### src/rtl/logic_op_pkg.sv
// Shared definitions for logic_op_pipe: the logic operation encoding carried
// with every transaction and decoded per lane.
package logic_op_pkg;

  localparam int OP_W = 3;

  typedef enum logic [OP_W-1:0] {
    OP_AND    = 3'd0,
    OP_OR     = 3'd1,
    OP_XOR    = 3'd2,
    OP_NAND   = 3'd3,
    OP_NOR    = 3'd4,
    OP_XNOR   = 3'd5,
    OP_PASS_A = 3'd6,
    OP_NOT_A  = 3'd7
  } op_e;

endpackage

### src/rtl/logic_op_lane.sv
// Combinational single-lane logic primitive: applies one of the eight
// two-input operations to a WIDTH-bit operand pair, or outputs zero when disabled.
module logic_op_lane
  import logic_op_pkg::*;
#(
  parameter int WIDTH = 8
) (
  input  op_e              op,
  input  logic             en,
  input  logic [WIDTH-1:0] a,
  input  logic [WIDTH-1:0] b,
  output logic [WIDTH-1:0] y
);

  // Operation decode; a disabled lane is forced to zero regardless of op.
  always_comb begin
    y = {WIDTH{1'b0}};
    if (en) begin
      case (op)
        OP_AND:    y = a & b;
        OP_OR:     y = a | b;
        OP_XOR:    y = a ^ b;
        OP_NAND:   y = ~(a & b);
        OP_NOR:    y = ~(a | b);
        OP_XNOR:   y = ~(a ^ b);
        OP_PASS_A: y = a;
        OP_NOT_A:  y = ~a;
        default:   y = {WIDTH{1'b0}};
      endcase
    end else begin
      y = {WIDTH{1'b0}};
    end
  end

endmodule

### src/rtl/logic_op_pipe.sv
// Two-stage valid/ready multi-lane logic unit with saturating output counter.
// Optional per-lane AND-reduction output is enabled by defining LOGIC_OP_REDUCE_EN.
module logic_op_pipe
  import logic_op_pkg::*;
#(
  parameter int WIDTH = 8,
  parameter int LANES = 4,
  parameter int CNT_W = 16
) (
  input  logic                   clk,
  input  logic                   rst_n,
  input  logic                   in_valid,
  output logic                   in_ready,
  input  logic [OP_W-1:0]        in_op,
  input  logic [LANES-1:0]       in_lane_en,
  input  logic [LANES*WIDTH-1:0] in_a,
  input  logic [LANES*WIDTH-1:0] in_b,
  output logic                   out_valid,
  input  logic                   out_ready,
  output logic [OP_W-1:0]        out_op,
  output logic [LANES*WIDTH-1:0] out_y,
  output logic [CNT_W-1:0]       txn_count
`ifdef LOGIC_OP_REDUCE_EN
  ,
  output logic [LANES-1:0]       out_red_and
`endif
);

  localparam int DW = LANES * WIDTH;

  logic            s1_valid_q, s1_valid_d;
  logic [OP_W-1:0] s1_op_q, s1_op_d;
  logic [LANES-1:0] s1_en_q, s1_en_d;
  logic [DW-1:0]   s1_a_q, s1_a_d;
  logic [DW-1:0]   s1_b_q, s1_b_d;
  logic            s2_valid_q, s2_valid_d;
  logic [OP_W-1:0] s2_op_q, s2_op_d;
  logic [DW-1:0]   s2_y_q, s2_y_d;
  logic [CNT_W-1:0] cnt_q, cnt_d;

  logic          s2_free_s, in_hs_s, s1_adv_s, out_hs_s;
  logic [DW-1:0] lane_y_s;

  for (genvar i = 0; i < LANES; i++) begin : g_lane
    logic_op_lane #(.WIDTH(WIDTH)) u_lane (
      .op (op_e'(s1_op_q)),
      .en (s1_en_q[i]),
      .a  (s1_a_q[i*WIDTH +: WIDTH]),
      .b  (s1_b_q[i*WIDTH +: WIDTH]),
      .y  (lane_y_s[i*WIDTH +: WIDTH])
    );
  end

  // Handshake decode and next-state for both stages and the counter.
  always_comb begin
    s2_free_s  = !s2_valid_q || out_ready;
    in_ready   = !s1_valid_q || s2_free_s;
    in_hs_s    = in_valid && in_ready;
    s1_adv_s   = s1_valid_q && s2_free_s;
    out_hs_s   = s2_valid_q && out_ready;

    s1_valid_d = s1_valid_q;
    s1_op_d    = s1_op_q;
    s1_en_d    = s1_en_q;
    s1_a_d     = s1_a_q;
    s1_b_d     = s1_b_q;
    s2_valid_d = s2_valid_q;
    s2_op_d    = s2_op_q;
    s2_y_d     = s2_y_q;
    cnt_d      = cnt_q;

    if (in_hs_s) begin
      s1_valid_d = 1'b1;
      s1_op_d    = in_op;
      s1_en_d    = in_lane_en;
      s1_a_d     = in_a;
      s1_b_d     = in_b;
    end else if (s1_adv_s) begin
      s1_valid_d = 1'b0;
    end else begin
      s1_valid_d = s1_valid_q;
    end

    // An S1 advance refills S2 even when its old contents leave this cycle.
    if (s1_adv_s) begin
      s2_valid_d = 1'b1;
      s2_op_d    = s1_op_q;
      s2_y_d     = lane_y_s;
    end else if (out_hs_s) begin
      s2_valid_d = 1'b0;
    end else begin
      s2_valid_d = s2_valid_q;
    end

    if (out_hs_s && (cnt_q != {CNT_W{1'b1}})) begin
      cnt_d = cnt_q + CNT_W'(1);
    end else begin
      cnt_d = cnt_q;
    end
  end

  // Pipeline and counter registers.
  always_ff @(posedge clk or negedge rst_n) begin
    if (!rst_n) begin
      s1_valid_q <= 1'b0;
      s1_op_q    <= {OP_W{1'b0}};
      s1_en_q    <= {LANES{1'b0}};
      s1_a_q     <= {DW{1'b0}};
      s1_b_q     <= {DW{1'b0}};
      s2_valid_q <= 1'b0;
      s2_op_q    <= {OP_W{1'b0}};
      s2_y_q     <= {DW{1'b0}};
      cnt_q      <= {CNT_W{1'b0}};
    end else begin
      s1_valid_q <= s1_valid_d;
      s1_op_q    <= s1_op_d;
      s1_en_q    <= s1_en_d;
      s1_a_q     <= s1_a_d;
      s1_b_q     <= s1_b_d;
      s2_valid_q <= s2_valid_d;
      s2_op_q    <= s2_op_d;
      s2_y_q     <= s2_y_d;
      cnt_q      <= cnt_d;
    end
  end

  assign out_valid = s2_valid_q;
  assign out_op    = s2_op_q;
  assign out_y     = s2_y_q;
  assign txn_count = cnt_q;

`ifdef LOGIC_OP_REDUCE_EN
  logic [LANES-1:0] red_q, red_d;

  // Reduction is captured with the lane results so it always matches out_y.
  always_comb begin
    red_d = red_q;
    if (s1_adv_s) begin
      for (int i = 0; i < LANES; i++) begin
        red_d[i] = &lane_y_s[i*WIDTH +: WIDTH];
      end
    end else begin
      red_d = red_q;
    end
  end

  // Reduction register.
  always_ff @(posedge clk or negedge rst_n) begin
    if (!rst_n) begin
      red_q <= {LANES{1'b0}};
    end else begin
      red_q <= red_d;
    end
  end

  assign out_red_and = red_q;
`endif

endmodule
### config.mk
export PLATFORM = sky130hd
export DESIGN_NAME = logic_op_pipe
export DESIGN_NICKNAME = d
export VERILOG_FILES = /design/src/rtl/logic_op_pkg.sv /design/src/rtl/logic_op_lane.sv /design/src/rtl/logic_op_pipe.sv
export SDC_FILE = /design/constraint.sdc
export NUM_CORES = 1
export LEC_CHECK = 0
export ABC_AREA = 0
export ABC_CLOCK_PERIOD_IN_PS = 1550
export CAP_MARGIN = 0
export CORE_MARGIN = 4
export CORE_UTILIZATION = 41
export DETAILED_ROUTE_END_ITERATION = 7
export PLACE_DENSITY_LB_ADDON = 0.25
export SYNTH_ARGS = -nofsm -noshare
export SYNTH_HDL_FRONTEND = slang
export SYNTH_SLANG_ARGS = --single-unit
export TNS_END_PERCENT = 20
### constraint.sdc
create_clock -name clk -period 1.55 [get_ports clk]
set_input_delay 0.31 -clock clk [delete_from_list [all_inputs] [get_ports clk]]
set_output_delay 0.31 -clock clk [all_outputs]
set_load 0.01 [all_outputs]
==> flow_metrics.tcl <==
set metrics [dict create \
    area_delta_synth_final_pct 40.8 \
    grt_use_total_pct 19.1 \
    drt_iter0_drc 286 \
    grt_max_degree 33 \
    p_leak_uw 0.00509 \
    synth_area_um2 7880 \
    synthTopCellsByArea "dfrtp_1 (39%), mux2_2 (11%), ha_1 (10%)" \
    boundaryPins 128 \
    ys_seq_elements 124 \
    start_util_pct 41.9 \
    synth_edf_count 0 \
    antenna_found_initial 2 \
    chipWidth_um 147 \
    io_buffers 127 \
    clk_latency_ns 0.41 \
    clk_path_buf_depth 2 \
    drv_cap 0 \
    hp-class "primary input to async pin" \
    violations "setup timing" \
    yosysTopAreaCellShare_pct 39.4 \
    required_ns 1.89 \
    yosysUniqueCellTypes 55 \
    critical_path_class "flip-flop to flip-flop" \
    async_flop_share_pct 100 \
    synth_ff_type "dfrtp_1" \
    nets 1122 \
    htreeDepth 4 \
    setup.worst_path.start_class "flip-flop" \
    die-area_um2 21500 \
    synthCells 776 \
    grt_pass1_vias 6655 \
    endpoint "out_y[10]" \
    r2r-end "out_y[10]" \
    grt-ovfl-total 0 \
    status "complete, but fails checks" \
    vias 6525 \
    yosysTopAreaCell "dfrtp_1" \
    dp_hpwl_um 14800 \
    cts_tree "done" \
    fin_crit_ns 1.59 \
    yosysSeqAreaShare_pct 39.4 \
    fin_area_um2 11100 \
    core_area_um2 18800 \
    worstMarginPinSlew_ns 0.454 \
    grt_pass1_wl_um 33500 \
    dr.pass1.iters 5 \
    fin_cells 1256 \
    clock_skew_ns 0.00946 \
    path_max_fanout 13 \
    num_rows 50 \
    arrival_ns 1.93 \
    yosys_warnings 0 \
    rsz0062_at_grt "true" \
    path_clk_slew_ns 0.06 \
    synth.net_count 916 \
    setup_ws_ns -0.0403 \
    post_dp_cell_area_um2 10100 \
    critPathCaptureType "flip-flop" \
    dp_cells 1212 \
    root_buffer "clkbuf_16" \
    cts_buffers 17 \
    place.gp.congestion 0.819 \
    slew_headroom_pct 69.7 \
    remaining_drc_errors 0 \
    vdd_drop_max_mv 0.734 \
    reg2reg_depth 6 \
    dpl_worst_slack_ns -0.481 \
    r2r-start "s1_op_q[1]" \
    clkSinkCount 124 \
    final-setup-viol-count 13 \
    drive_gt1_share_pct 30.9 \
    post_synth.cell_area_avg_um2 10.2 \
    post_drt_wl_per_cell_um 16.6 \
    final_max_slew_viol_count 0 \
    r2r_setup_slack_ns -0.04 \
    startpoint "s1_op_q[1]" \
    die_h_um 147 \
    fin_crit_sh_pct 103 \
    fin_util_pct 58.9 \
    hold_viol 0 \
    clock.fmax_mhz 629 \
    whs_ns 0.401 \
    antenna_left 0 \
    wirelength_um 20800 \
    power_density_nw_per_um2 1200 \
    vias_per_cell 5.20 \
]
==> routing by layer <==
layer,GRT usage [%],share of wire [%],up-vias
met5,0,0.063,-
met4,4.89,1.2,2
met1,25.5,46,3151
met2,30.4,47,164
met3,5.80,6.3,17
li1,-,-,3191
==> per-stage QoR <==
| step | power, uW | setup TNS (ns) |
|---|---|---|
| CTS | 13000 | -1.32 |
| global placement | 9000 | -34.80 |
| global route | 14100 | -2.20 |
| detailed placement | 9080 | -36.68 |
| finish | 13300 | -0.246 |
| floorplan | 6950 | -0.0643 |
==> kinds of logic (layout without fill, tap and decap cells) <==
kind of cell,after synthesis,after routing,synth area share (%)
compound gates,152,152,14.5
xor+xnor,20,20,2.22
fa+ha+maj,65,65,10.3
buf+inv,119,338,6.41
flops,124,124,39.4
mux,87,87,12.3
other cells,0,1,0
simple gates,209,209,14.9
==> final cells by class <==
cell class                      instances  area [um2]
Fill cell                            1652        7730
Multi-Input combinational cell        533        4590
Sequential cell                       124        3110
Timing Repair Buffer                  236        2210
Clock buffer                           22         484
Tap cell                              260         325
Inverter                               70         263
Clock inverter                         10         114
Antenna cell                            1        2.50
==> layout by cell type, fill, tap and decap left out, drive strengths merged, types with 6 or more instances in the layout <==
master,n
a2111oi,12
a21oi,12
a221oi,16
a311oi,8
and2,13
buf,109
clkbuf,26
clkdlybuf4s15,10
clkdlybuf4s50,73
dfrtp,124
dlygate4sd2,39
ha,65
inv,70
mux2,77
mux2i,10
nand2,46
nand2b,23
nand3,6
nand4b,13
nor2,46
nor2b,17
nor3b,11
o21ai,23
o221ai,19
o2bb2ai,8
o31ai,32
or2,13
xnor2,12
xor2,8
==> state kept, by name, summed over array words and instances, names as in the netlist <==
register / cells
out_valid: 1
out_y: 32
txn_count: 16
s1_op_q: 3
s1_en_q: 4
out_op: 3
s1_valid_q: 1
s1_a_q: 32
s1_b_q: 32
==> cell usage after synthesis, types with 8 or more instances <==
library cell and count:
nand4b_1 13, o21ai_0 11, xor2_1 8, nor2_1 44, a221oi_1 16, a311oi_1 8
o2bb2ai_1 8, ha_1 65, dfrtp_1 124, and2_1 13, a21oi_1 12, o31ai_1 32
nor2b_1 17, a2111oi_0 12, xnor2_1 12, or2_2 13, o221ai_1 19, nor3b_1 11
inv_1 67, nand2_1 46, o21ai_1 12, clkbuf_1 19, mux2i_1 10, buf_2 23
mux2_2 76, nand2b_1 22
==> power by group <==
part	internal (uW)	leakage (uW)	total, uW	switching [uW]
combinational	2530	0.00331	4880	2360
clock	2530	0.000284	4010	1480
sequential	3870	0.00150	4390	520
total	8920	0.00509	13300	4350
==> worst min-delay path by stage <==
stage           from          to  slack [ns]  depth (start not counted)
3_3_place_gp   rst_n    out_y[9]        0.29                          1
3_5_place_dp   rst_n    out_y[9]        0.30                          1
5_1_grt        rst_n  s1_a_q[13]        0.43                          2
2_1_floorplan  rst_n   out_op[0]        0.01                          0
6_report       rst_n   s1_b_q[9]        0.40                          2
4_1_cts        rst_n   out_y[11]        0.41                          2
==> critical path, cell delays in order (launching register included) <==
cell	delay (ns)
dfrtp_2	0.37
buf_2	0.20
buf_6	0.19
mux2_2	0.35
o22ai_1	0.15
o221ai_1	0.13
o21ai_1	0.13
==> what timing repair did <==
item	in CTS	in global routing
gates cloned	0	0
gates resized for setup	86	76
buffers inserted	4	7
endpoints found under the setup margin	81	115
endpoints found under the hold margin	26	0
hold buffers	1	0
pin swaps	5	34
Note: power is estimated with default switching activity, not from simulation.
